### config.mk
export PLATFORM = sky130hd
export DESIGN_NAME = coeff_assemble
export DESIGN_NICKNAME = d
export VERILOG_FILES = /design/src/rtl/coeff_assemble.sv
export SDC_FILE = /design/constraint.sdc
export NUM_CORES = 1
export LEC_CHECK = 0
export CAP_MARGIN = 10
export CORE_MARGIN = 2
export CORE_UTILIZATION = 67
export CTS_CLUSTER_DIAMETER = 100
export CTS_CLUSTER_SIZE = 8
export DETAILED_ROUTE_END_ITERATION = 16
export HOLD_SLACK_MARGIN = 0.15
export PLACE_DENSITY_LB_ADDON = 0.05
export SLEW_MARGIN = 10
export SYNTH_ARGS = -nofsm -noshare
export SYNTH_HDL_FRONTEND = slang
export SYNTH_SLANG_ARGS = --single-unit
### constraint.sdc
create_clock -name Clk -period 4.65 [get_ports Clk]
set_input_delay 0.93 -clock Clk [delete_from_list [all_inputs] [get_ports Clk]]
set_output_delay 0.93 -clock Clk [all_outputs]
set_load 0.1 [all_outputs]
### src/rtl/coeff_assemble.sv
// ----------------------------------------------------------------------------
// coeff_assemble
//
// Rebuilds one block of scan-order coefficients from the separately decoded
// CAVLC pieces: levels (highest frequency first), total_zeros and the
// run_before values.  The levels are buffered, then placed into a 16-entry
// coefficient array walking from the highest occupied position downwards.
// Finally the array is streamed out in scan order with a valid/ready
// handshake.
//
// Parameters
//   MAX_COEFF     coefficients per block (16 luma 4x4, 15 AC, 4 chroma DC)
//
// Ports
//   Clk           rising-edge clock
//   nReset        asynchronous active-low reset
//   Enable        block active; deasserting it aborts the block
//   TotalCoeff    coefficient count, sampled in IDLE
//   LevelIn/Wr    level value and write strobe
//   TotalZeros/Wr total_zeros value and strobe
//   RunIn/Wr      run_before value and strobe
//   RunReq        high while a run_before value is required
//   CoeffOut      scan-order coefficient (13-bit two's complement)
//   CoeffIdx      scan index of CoeffOut
//   CoeffValid    CoeffOut/CoeffIdx valid
//   OutReady      downstream accept
//   Done          one-cycle pulse on the transfer of index MAX_COEFF-1
//   Error         sticky per-block error flag
//
// Configuration
//   COEFF_ASSEMBLE_ERRCHK_EN  when defined, illegal counts and runs raise
//                             Error and are clamped; otherwise Error is 0.
// ----------------------------------------------------------------------------
module coeff_assemble #(
  parameter int unsigned MAX_COEFF = 16
) (
  input  logic        Clk,
  input  logic        nReset,
  input  logic        Enable,
  input  logic [4:0]  TotalCoeff,
  input  logic [12:0] LevelIn,
  input  logic        LevelWr,
  input  logic [3:0]  TotalZeros,
  input  logic        TotalZerosWr,
  input  logic [3:0]  RunIn,
  input  logic        RunWr,
  output logic        RunReq,
  output logic [12:0] CoeffOut,
  output logic [3:0]  CoeffIdx,
  output logic        CoeffValid,
  input  logic        OutReady,
  output logic        Done,
  output logic        Error
);

  localparam logic [4:0] MaxCoeff = 5'(MAX_COEFF);
  localparam logic [4:0] MaxPos   = 5'(MAX_COEFF - 1);
  localparam logic [3:0] MaxIdx   = 4'(MAX_COEFF - 1);

  typedef enum logic [2:0] {StIdle, StLevels, StZeros, StRuns, StEmit} stateT;

  stateT       stateQ, stateD;
  logic [4:0]  totalCoeffQ, totalCoeffD;
  logic [4:0]  kQ, kD;
  logic [4:0]  posQ, posD;
  logic [4:0]  zerosLeftQ, zerosLeftD;
  logic [3:0]  emitIdxQ, emitIdxD;
  logic [12:0] levelBufQ [16];
  logic [12:0] levelBufD [16];
  logic [12:0] coeffArrQ [16];
  logic [12:0] coeffArrD [16];

  logic        lastCoeff;
  logic        needRun;
  logic        runStep;
  logic        transfer;
  logic        emitLast;
  logic [4:0]  tcLatch;
  logic [4:0]  runVal;
  logic [4:0]  posInit;
  logic [4:0]  posStep;
  logic [5:0]  zerosSum;
  logic [5:0]  posInitRaw;
  logic [5:0]  posStepRaw;

`ifdef COEFF_ASSEMBLE_ERRCHK_EN
  logic        errorQ, errorD;
  logic        tcOver;
  logic        sumOver;
  logic        runOver;
`endif

  // kQ counts levels in LEVELS and placed coefficients in RUNS.
  assign lastCoeff = (kQ == totalCoeffQ - 5'd1);
  // A run_before is only coded while zeros remain and this is not the last
  // coefficient; the last one absorbs all remaining zeros.
  assign needRun   = !lastCoeff && (zerosLeftQ != 5'd0);
  assign runStep   = Enable && (stateQ == StRuns) && (!needRun || RunWr);
  assign transfer  = CoeffValid && OutReady;
  assign emitLast  = (emitIdxQ == MaxIdx);

  // --------------------------------------------------------------------------
  // Run / position arithmetic (with optional checking and clamping)
  // --------------------------------------------------------------------------
  always_comb begin
    tcLatch    = TotalCoeff;
    runVal     = needRun ? {1'b0, RunIn} : (lastCoeff ? zerosLeftQ : 5'd0);
    zerosSum   = {1'b0, totalCoeffQ} + {2'b00, TotalZeros};
    posInitRaw = zerosSum - 6'd1;
`ifdef COEFF_ASSEMBLE_ERRCHK_EN
    tcOver  = (TotalCoeff > MaxCoeff);
    if (tcOver) begin
      tcLatch = MaxCoeff;
    end
    sumOver = (zerosSum > {1'b0, MaxCoeff});
    runOver = needRun && ({1'b0, RunIn} > zerosLeftQ);
    if (runOver) begin
      runVal = zerosLeftQ;
    end
`endif
    posStepRaw = {1'b0, posQ} - 6'd1 - {1'b0, runVal};
    posInit    = posInitRaw[4:0];
    posStep    = posStepRaw[4:0];
`ifdef COEFF_ASSEMBLE_ERRCHK_EN
    // Underflow wraps to a large 6-bit value, so one compare catches both.
    if (posInitRaw > {1'b0, MaxPos}) begin
      posInit = MaxPos;
    end
    if (posStepRaw > {1'b0, MaxPos}) begin
      posStep = MaxPos;
    end
`endif
  end

  // --------------------------------------------------------------------------
  // FSM: state register
  // --------------------------------------------------------------------------
  always_ff @(posedge Clk or negedge nReset) begin
    if (!nReset) begin
      stateQ <= StIdle;
    end else begin
      stateQ <= stateD;
    end
  end

  // --------------------------------------------------------------------------
  // FSM: next state
  // --------------------------------------------------------------------------
  always_comb begin
    stateD = stateQ;
    unique case (stateQ)
      StIdle: begin
        stateD = (tcLatch == 5'd0) ? StEmit : StLevels;
      end
      StLevels: begin
        if (LevelWr && lastCoeff) begin
          // A full block has no zeros to code, so total_zeros is skipped.
          stateD = (totalCoeffQ == MaxCoeff) ? StRuns : StZeros;
        end
      end
      StZeros: begin
        if (TotalZerosWr) begin
          stateD = StRuns;
        end
      end
      StRuns: begin
        if (runStep && lastCoeff) begin
          stateD = StEmit;
        end
      end
      StEmit: begin
        if (transfer && emitLast) begin
          stateD = StIdle;
        end
      end
      default: stateD = StIdle;
    endcase
    // Enable low aborts from anywhere, including IDLE.
    if (!Enable) begin
      stateD = StIdle;
    end
  end

  // --------------------------------------------------------------------------
  // FSM: outputs
  // --------------------------------------------------------------------------
  always_comb begin
    CoeffValid = (stateQ == StEmit);
    CoeffIdx   = CoeffValid ? emitIdxQ : 4'd0;
    CoeffOut   = CoeffValid ? coeffArrQ[emitIdxQ] : 13'd0;
    RunReq     = (stateQ == StRuns) && needRun;
    Done       = CoeffValid && OutReady && emitLast;
  end

`ifdef COEFF_ASSEMBLE_ERRCHK_EN
  assign Error = errorQ;
`else
  assign Error = 1'b0;
`endif

  // --------------------------------------------------------------------------
  // Datapath next state
  // --------------------------------------------------------------------------
  always_comb begin
    totalCoeffD = totalCoeffQ;
    kD          = kQ;
    posD        = posQ;
    zerosLeftD  = zerosLeftQ;
    emitIdxD    = emitIdxQ;
    levelBufD   = levelBufQ;
    coeffArrD   = coeffArrQ;
`ifdef COEFF_ASSEMBLE_ERRCHK_EN
    errorD      = errorQ;
`endif

    if (!Enable) begin
      emitIdxD = 4'd0;
    end else begin
      unique case (stateQ)
        StIdle: begin
          totalCoeffD = tcLatch;
          kD          = 5'd0;
          emitIdxD    = 4'd0;
          for (int i = 0; i < 16; i++) begin
            coeffArrD[i] = 13'd0;
          end
`ifdef COEFF_ASSEMBLE_ERRCHK_EN
          errorD = tcOver;
`endif
        end
        StLevels: begin
          if (LevelWr) begin
            levelBufD[kQ[3:0]] = LevelIn;
            if (lastCoeff) begin
              kD = 5'd0;
              if (totalCoeffQ == MaxCoeff) begin
                posD       = MaxPos;
                zerosLeftD = 5'd0;
              end
            end else begin
              kD = kQ + 5'd1;
            end
          end
        end
        StZeros: begin
          if (TotalZerosWr) begin
            zerosLeftD = {1'b0, TotalZeros};
            posD       = posInit;
            kD         = 5'd0;
`ifdef COEFF_ASSEMBLE_ERRCHK_EN
            errorD     = errorQ | sumOver;
`endif
          end
        end
        StRuns: begin
          if (runStep) begin
            coeffArrD[posQ[3:0]] = levelBufQ[kQ[3:0]];
            posD       = posStep;
            zerosLeftD = zerosLeftQ - runVal;
            kD         = kQ + 5'd1;
            emitIdxD   = 4'd0;
`ifdef COEFF_ASSEMBLE_ERRCHK_EN
            errorD     = errorQ | runOver;
`endif
          end
        end
        StEmit: begin
          if (transfer) begin
            emitIdxD = emitLast ? 4'd0 : emitIdxQ + 4'd1;
          end
        end
        default: begin
          emitIdxD = 4'd0;
        end
      endcase
    end
  end

  // --------------------------------------------------------------------------
  // Datapath registers
  // --------------------------------------------------------------------------
  always_ff @(posedge Clk or negedge nReset) begin
    if (!nReset) begin
      totalCoeffQ <= 5'd0;
      kQ          <= 5'd0;
      posQ        <= 5'd0;
      zerosLeftQ  <= 5'd0;
      emitIdxQ    <= 4'd0;
      for (int i = 0; i < 16; i++) begin
        levelBufQ[i] <= 13'd0;
        coeffArrQ[i] <= 13'd0;
      end
    end else begin
      totalCoeffQ <= totalCoeffD;
      kQ          <= kD;
      posQ        <= posD;
      zerosLeftQ  <= zerosLeftD;
      emitIdxQ    <= emitIdxD;
      levelBufQ   <= levelBufD;
      coeffArrQ   <= coeffArrD;
    end
  end

`ifdef COEFF_ASSEMBLE_ERRCHK_EN
  always_ff @(posedge Clk or negedge nReset) begin
    if (!nReset) begin
      errorQ <= 1'b0;
    end else begin
      errorQ <= errorD;
    end
  end
`endif

endmodule
==> results of run 1 <==
-- metrics by stage --
stage | hold slack [ns] | area (um2) | utilization, % | setup WS (ns)
after floorplan | 0.451 | 21100 | - | 0.255
after global placement | 0.466 | 21700 | 70.5 | 1.09
after detailed placement | 0.469 | 21700 | 70.5 | 1.03
after CTS | 0.448 | 23300 | 75.7 | 0.487
after global routing | 0.479 | 23300 | 75.7 | 0.402
final | 0.410 | 23300 | 75.7 | 0.552
-- cell usage after synthesis (all sizes together) (2+ instances only) --
cell     instances
dfrtp          442
mux2           223
mux4           117
a22o           106
o2bb2ai        104
buf             76
nand2           66
o21ai           57
clkbuf          42
nor2            23
inv             22
nor3            22
and2            17
ha              16
mux2i           16
nand3           15
o21a            14
a21oi           11
nor2b           10
xor2             9
nand2b           7
or3              7
and3             6
xnor2            5
a21boi           4
a31oi            4
o22ai            4
a311o            3
nand3b           3
o2111ai          3
or2              3
a21o             2
a221o            2
a22oi            2
o211ai           2
o221ai           2
o311ai           2
o31ai            2
-- kinds of logic (layout without fill, tap and decap cells) --
kind of cell	Yosys count	in the layout	synth area share, %
flops	442	442	52.5
mux	356	356	25.2
compound gates	330	330	12.5
simple gates	187	187	4.90
buf+inv	140	163	3.22
fa+ha+maj	17	17	1.05
xor+xnor	14	14	0.582
other cells	1	1	0.0178
-- critical path, delay by kind of cell, from the launching register on --
kind | cells | cell delay [ns]
muxes | 2 | 1.03
buffers and inverters | 2 | 0.57
and+or+nand+nor | 1 | 0.17
DFF | 1 | 0.82
-- area by class of cell --
cell class              instances  area share (%)
flip-flops and latches        442            47.6
well taps                     396            2.13
repair buffers                 73            3.03
multi-input cells             905            40.0
clock buffers                  66            6.73
inverters                      22           0.355
clock inverters                 2           0.108
-- registers in the layout, indices dropped and copies added, names as in the netlist --
name and cells:
coeffArrQ 208, emitIdxQ 4, kQ 5, levelBufQ 208, posQ 4, stateQ 3
totalCoeffQ 5, zerosLeftQ 5
-- power by group --
part | internal, uW | leakage, uW | switching, uW
combinational | 1200 | 0.00364 | 2310
clock | 2320 | 0.000780 | 1510
sequential | 4210 | 0.00609 | 334
-- routing by layer --
| layer | GRT usage (%) | part of all wire [%] | vias to the layer above |
|---|---|---|---|
| met3 | 5.85 | 6.7 | 94 |
| met2 | 50.5 | 49 | 508 |
| met5 | 0 | 0 | - |
| met1 | 45.2 | 42 | 7032 |
| met4 | 9.63 | 2.2 | 0 |
| li1 | - | - | 5724 |
-- how the worst min path moves through the flow --
| stage | end | startpoint |
|---|---|---|
| 3_3_place_gp | coeffArrQ[124] | coeffArrQ[124] |
| 3_5_place_dp | coeffArrQ[5] | coeffArrQ[5] |
| 5_1_grt | zerosLeftQ[1] | nReset |
| 2_1_floorplan | coeffArrQ[117] | coeffArrQ[117] |
| 4_1_cts | zerosLeftQ[0] | nReset |
| 6_report | zerosLeftQ[1] | nReset |
==> summary.txt, run 1 <==
outcome: finished clean
worst rel slew slack: 30.2%
Worst-Margin Slew: 1.04 ns
Worst Setup Start Kind: flop
placed insts: 1838
H-tree level count: 2
GR Overflow Total: 0
hold_buf cts: 0
initial drt markers: 1120
Slowest-stage cell, CP: dfrtp_4
P per Cell Area: 511 nW/um2
TritonCTS clock tree: built
Crit. Startpoint: emitIdxQ[0]
Die ar.: 32900 um2
initial antenna violation count: 0
number of synthesized flops with an enable pin: 0
reg2reg end: coeffArrQ[95]
# fillers: 1932
most frequent cells in the layout: dfrtp_1 (436), mux2_2 (223), mux4_2 (117)
core area: 30700 um2
Total GRT Usage: 31.7%
share of the synthesized area in the top cell type: 52.5%
Core Rows: 64
CTS buffer count: 61
post-route ant nets: 0
Clock Latency Late Sink: 0.59 ns
largest net degree at the start of global routing: 109
Tot Pwr: 11900 uW
hpwl dp: 31.4 mm
Reg2Reg Setup Slack: 0.95 ns
CTS resizes: 0
TNS Setup: 0 ns
DRT Pass-1 Iters: 5
Final Cycle Share: 88.1%
fin nets: 1555
Die W: 181 um
Critical Path Fanout Max: 29
CP Cell Sequence: buf_4 -> mux4_2 -> mux4_2 -> and2_1 -> buf_4
max-slew violation count: 0
vias: 13.4k
Initial Utilization: 68.5%
GP Congestion: 0.848
vias in the first global route: 14.0k
Max Root-Sink Buffers: 3
Lkg Pwr: 0.0105 uW
drc violations: 0
worst path required time: 3.72 ns
Setup CP Type: flop to primary output
first-pass GRT wire length: 80.6 mm
top post-synthesis cells by area: dfrtp_1 (53%), mux4_2 (13%), mux2_2 (12%), a22o_1 (4.4%), o2bb2ai_1 (4.3%)
most common cell after layout, fill and taps aside: dfrtp_1
RSZ-0062 raised after global routing: no
clock slew at reported path FFs: 0.05 ns
fmax: 0.244 GHz
layout cell share with drive strength beyond 1: 31.5%
Die Y: 181 um
syn_area_per_cell: 14.2 um2
Setup Fix Bufs, Post-CTS: 0
clk_skew: 0.0235 ns
worst endpoint data arrival time: 3.17 ns
CTS root buffer: clkbuf_16
Finished Layout Cells: 1906
Setup Viol. Count Final: 0
Worst Reg-to-Reg Cells: 7
Area Growth Syn to Fin: 10.5%
Yosys Warn Count: 0
Post-Syn Area: 21100 um2
# clock sinks: 442
IO Pins: 54
multi-input logic area: 9310 um2
Avg WL per Cell: 25.9 um
Final Hold Vio Count: 0
Synthesized Nets: 1537
FF+latch count, synth: 442
Avg Vias per Cell: 7.01
CP endpoint kind: primary output
sequential cell area fraction in the yosys report: 52.5%
post-synthesis cell type count: 68
fraction of registers with async set/reset: 100%
min cycle time layout: 4.10 ns
MaxCap Viol Count: 0
ys flop type: dfrtp_1
Syn Inst Count: 1487
DRT Wirelength: 49.4 mm
I/O Buffers: 52
CP peak stage delay: 0.82 ns
crit path to: CoeffOut[11]
VDD IR-drop max: 0.000387 V
area occupied by registers: 11100 um2
# diodes: 0
beginning of the worst register-to-register path: kQ[2]
cell taking the most area after synthesis: dfrtp_1
min-delay worst type: primary input to async pin
No activity file was read; power rests on OpenSTA's default activity.
==> inputs of run 2 (changes only) <==
- CORE_ASPECT_RATIO: unset -> 0.5
- CORE_UTILIZATION: 67 -> 45
- SETUP_SLACK_MARGIN: unset -> 0.05
==> summary.txt, run 2 (synthesis gave the netlist of run 1 again) <==
Initial Utilization: 46.1% (-22 points)
initial drt markers: 1145 (+2.2%)
worst endpoint data arrival time: 3.38 ns (+0.21 ns)
Avg WL per Cell: 27.1 um (+4.4%)
# fillers: 3905 (+100%)
VDD IR-drop max: 0.000290 V (-25%)
core area: 45700 um2 (+49%)
hpwl dp: 36.3 mm (+16%)
Worst Path Buf+Inv: 2 (unchanged)
setup slack after layout: 0.340 ns (-0.212 ns)
Die W: 310 um (+71%)
MaxCap Viol Count: 0 (unchanged)
H-tree level count: 2 (unchanged)
Total GRT Usage: 24.6% (-7.0 points)
drc violations: 0 (unchanged)
I/O Buffers: 52 (unchanged)
Die Y: 157 um (-13%)
Slowest-stage cell, CP: dfrtp_4
first-pass GRT wire length: 89.4 mm (+11%)
hold_buf cts: 0 (unchanged)
most common cell after layout, fill and taps aside: dfrtp_1
CP Cell Sequence: buf_4 -> mux4_2 -> mux4_2 -> and2_1 -> buf_4
worst rel slew slack: 18.8% (-11 points)
TNS Setup: 0 ns (unchanged)
worst path required time: 3.72 ns (about the same)
Max Root-Sink Buffers: 3 (unchanged)
post-route ant nets: 0 (unchanged)
Core Rows: 55 (-14%)
CTS root buffer: clkbuf_16
Lkg Pwr: 0.0106 uW (+0.71%)
GR Overflow Total: 0 (unchanged)
Critical Path Fanout Max: 50 (+72%)
Worst Setup Start Kind: flop
CP endpoint kind: primary output
delay-heaviest family, CP: flip-flops
IO Pins: 54 (unchanged)
vias in the first global route: 14.0k (-0.085%)
DRT Wirelength: 58.2 mm (+18%)
fin nets: 1570 (+0.96%)
fmax: 0.232 GHz (-4.9%)
Setup WS pre-CTS: 0.890 ns (-0.139 ns)
worst hold slack: 0.469 ns (+0.0594 ns)
min cycle time layout: 4.31 ns (+0.212 ns)
Die ar.: 48600 um2 (+48%)
outcome: finished clean
GP Congestion: 0.902 (+6.4%)
Clock Latency Late Sink: 0.61 ns (+0.02 ns)
max-slew violation count: 0 (unchanged)
Final Hold Vio Count: 0 (unchanged)
initial antenna violation count: 1 (+1)
# diodes: 0 (unchanged)
Avg Vias per Cell: 6.26 (-11%)
TritonCTS clock tree: built
Setup Viol. Count Final: 0 (unchanged)
min-delay worst type: primary input to async pin
CTS resizes: 0 (unchanged)
beginning of the worst register-to-register path: totalCoeffQ[0]
most frequent cells in the layout: dfrtp_1 (436), mux2_2 (223), mux4_2 (117)
CP peak stage delay: 1.09 ns (+0.27 ns)
reg2reg end: posQ[2]
P per Cell Area: 516 nW/um2 (+0.89%)
vias: 13.5k (+0.80%)
Setup CP Type: flop to primary output
clk_skew: 0.0204 ns (-0.00311 ns)
CTS buffer count: 61 (unchanged)
clock slew at reported path FFs: 0.05 ns (about the same)
# clock sinks: 442 (unchanged)
Worst-Margin Slew: 1.22 ns (+0.177 ns)
Worst Reg-to-Reg Cells: 13 (+6)
Reg2Reg Setup Slack: 1.29 ns (+0.34 ns)
Final Cycle Share: 92.7% (+4.6 points)
DRT Pass-1 Iters: 5 (unchanged)
largest net degree at the start of global routing: 126 (+16%)
Area Growth Syn to Fin: 12.3%
layout cell share with drive strength beyond 1: 32.3% (+0.89 points)
Largest regs: coeffArrQ x208, levelBufQ x208
Setup Fix Bufs, Post-CTS: 0 (unchanged)
RSZ-0062 raised after global routing: no
==> run 2: cell count changes in the layout (fill, tap and decap cells not counted), sizes merged <==
cell	change
clkbuf	-1
clkdlybuf4s50	-3
buf	+18
==> run 2: worst max-delay path by stage <==
stage / startpoint / to / slack (ns) / depth (start not counted)
after floorplan: kQ[2] / RunReq / 0.26 / 6
after global placement: emitIdxQ[0] / CoeffOut[11] / 0.91 / 5
after detailed placement: emitIdxQ[0] / CoeffOut[11] / 0.89 / 5
after CTS: emitIdxQ[0] / CoeffOut[11] / 0.23 / 5
after global routing: emitIdxQ[0] / CoeffOut[2] / 0.10 / 5
final: emitIdxQ[0] / CoeffOut[11] / 0.34 / 5
==> run 2: area by class of cell <==
class	instances	area (um2)	share of cell area [%]
clock inverter	2	25.0	0.106
timing repair buffer	88	798	3.38
inverter	22	82.6	0.349
sequential	442	11100	46.8
tap	627	785	3.32
clock buffer	65	1560	6.61
multi-input combinational	905	9310	39.4
==> run 2: worst reg2reg max path, stage by stage (launching register included) <==
cell and delay [ns]:
dfrtp_1 0.41, inv_1 0.14, ha_1 0.29, nand4bb_1 0.14, a211oi_2 0.34, o311a_1 0.59, nor2_1 0.17, o22ai_1 0.19
xor2_1 0.10, ha_1 0.19, a31oi_1 0.13, o21ai_0 0.12, xor2_1 0.16, a221o_1 0.29
==> run 2: per-stage QoR <==
step	instance area (um2)	total power, uW	std cells	util (%)
floorplan	21100	6950	1487	-
global placement	22100	8200	2084	48.3
detailed placement	22100	8280	2084	48.3
CTS	23600	12200	2151	51.7
global route	23600	12800	2151	51.7
finish	23600	12200	2151	51.7
==> run 2: power by group <==
group / internal (uW) / total (uW) / switching [uW]
sequential: 4200 / 4540 / 339
clock: 2320 / 3910 / 1590
combinational: 1210 / 3740 / 2530
total: 7740 / 12200 / 4460
==> run 2: per-layer routing <==
metal	track usage (%)	wire length [um]
met1	36.4	27800
met2	37.1	25800
met3	5.36	3450
met4	5.94	1180
met5	0	0
==> inputs of run 3 (changes only) <==
- CTS_CLUSTER_SIZE: 8 -> unset
==> summary.txt, run 3 (synthesis gave the netlist of run 1 again) <==
outcome: finished clean
Lkg Pwr: 0.0105 uW (-0.41%)
max-slew violation count: 0 (unchanged)
CTS root buffer: clkbuf_16
core area: 45700 um2 (unchanged)
MaxCap Viol Count: 0 (unchanged)
worst endpoint data arrival time: 3.34 ns (-0.04 ns)
Avg WL per Cell: 26.8 um (-1.0%)
fmax: 0.234 GHz (+0.91%)
worst rel slew slack: 20.8% (+2.0 points)
TritonCTS clock tree: built
Setup Viol. Count Final: 0 (unchanged)
vias in the first global route: 13.9k (-0.73%)
Die W: 310 um (unchanged)
Worst-Margin Slew: 1.19 ns (-0.0307 ns)
gr busiest metal: met2
CTS buffer count: 42 (-31%)
I/O Buffers: 52 (unchanged)
final core utilization: 51.5% (-0.22 points)
vias: 13.4k (-0.57%)
first-pass GRT wire length: 88.9 mm (-0.53%)
drc violations: 0 (unchanged)
Die ar.: 48600 um2 (unchanged)
RSZ-0062 raised after global routing: no
CP endpoint kind: primary output
most frequent cells in the layout: dfrtp_1 (436), mux2_2 (223), mux4_2 (117)
Critical Path Fanout Max: 50 (unchanged)
H-tree level count: 2 (unchanged)
TNS Setup: 0 ns (unchanged)
worst path required time: 3.72 ns (about the same)
GP Congestion: 0.902 (unchanged)
Die Y: 157 um (unchanged)
IO Pins: 54 (unchanged)
DRT Pass-1 Iters: 5 (unchanged)
min-delay worst type: flop to flop
largest net degree at the start of global routing: 126 (unchanged)
hpwl dp: 36.3 mm (unchanged)
GR Overflow Total: 0 (unchanged)
# diodes: 0 (unchanged)
P per Cell Area: 511 nW/um2 (-0.95%)
met2 GRT Util: 37.2% (+0.14 points)
CTS resizes: 0 (unchanged)
fin nets: 1551 (-1.2%)
met3 usage: 4.34% (-1.0 points)
# fillers: 3911 (+0.15%)
Clock Latency Late Sink: 0.57 ns (-0.04 ns)
Avg Vias per Cell: 6.21 (-0.85%)
Initial Utilization: 46.1% (unchanged)
Final Hold Vio Count: 0 (unchanged)
VDD IR-drop max: 0.000266 V (-8.3%)
met1 GRT Util: 36.7% (+0.22 points)
Setup Fix Bufs, Post-CTS: 0 (unchanged)
clk_skew: 0.0254 ns (+0.00502 ns)
Total GRT Usage: 24.4% (-0.24 points)
initial drt markers: 1174 (+2.5%)
DRT Wirelength: 57.7 mm (-0.77%)
Worst Setup Start Kind: flop
Largest regs: coeffArrQ x208, levelBufQ x208
# clock sinks: 442 (unchanged)
min cycle time layout: 4.27 ns (-0.0389 ns)
Setup CP Type: flop to primary output
layout cell share with drive strength beyond 1: 32.6% (+0.27 points)
post-route ant nets: 0 (unchanged)
clock slew at reported path FFs: 0.06 ns (about the same)
Max Root-Sink Buffers: 3 (unchanged)
initial antenna violation count: 1 (unchanged)
Core Rows: 55 (unchanged)
Area Growth Syn to Fin: 11.8%
Final Cycle Share: 91.8% (-0.84 points)
hold_buf cts: 0 (unchanged)
most common cell after layout, fill and taps aside: dfrtp_1
-- run 3: layer usage --
metal / part of all wire [%] / wire length [um]
met1: 48 / 27900
met3: 5.3 / 3060
met5: 0 / 0
met2: 45 / 25800
met4: 1.7 / 1010
-- run 3: per-stage QoR --
stage | area, um2 | setup WS (ns) | std cells | total power [uW] | hold WS [ns]
2_1_floorplan | 21100 | 0.255 | 1487 | 6950 | 0.451
3_3_place_gp | 22100 | 0.914 | 2084 | 8200 | 0.467
3_5_place_dp | 22100 | 0.890 | 2084 | 8280 | 0.471
4_1_cts | 23500 | 0.292 | 2157 | 12100 | 0.490
5_1_grt | 23500 | 0.169 | 2157 | 12600 | 0.502
6_report | 23500 | 0.379 | 2157 | 12000 | 0.488
-- run 3: critical path: stages, from the launching register on --
cell	delay [ns]
dfrtp_4	1.10
buf_4	0.30
mux4_2	0.50
mux4_2	0.45
and2_1	0.17
buf_4	0.23
-- run 3: power breakdown --
group | internal, uW | switching, uW
combinational | 1210 | 2530
sequential | 4190 | 343
clock | 2210 | 1530
-- run 3: cell type report --
cell class | count | area, um2 | area share [%]
multi-input combinational | 905 | 9310 | 39.6
inverter | 22 | 82.6 | 0.351
tap | 627 | 785 | 3.33
clock buffer | 55 | 1200 | 5.10
sequential | 442 | 11100 | 47.0
timing repair buffer | 88 | 798 | 3.39
clock inverter | 18 | 287 | 1.22
-- run 3: worst paths after layout --
check                               start  slack (ns)  cells after the start              to
max                           emitIdxQ[0]        0.38                      5    CoeffOut[11]
min                        coeffArrQ[129]        0.49                      1  coeffArrQ[129]
max reg2reg                totalCoeffQ[0]        1.26                     13         posQ[2]
min reg2reg                coeffArrQ[129]        0.49                      1  coeffArrQ[129]
max in group asynchronous          nReset        2.97                      3   coeffArrQ[88]
min in group asynchronous          nReset        0.51                      1  coeffArrQ[207]
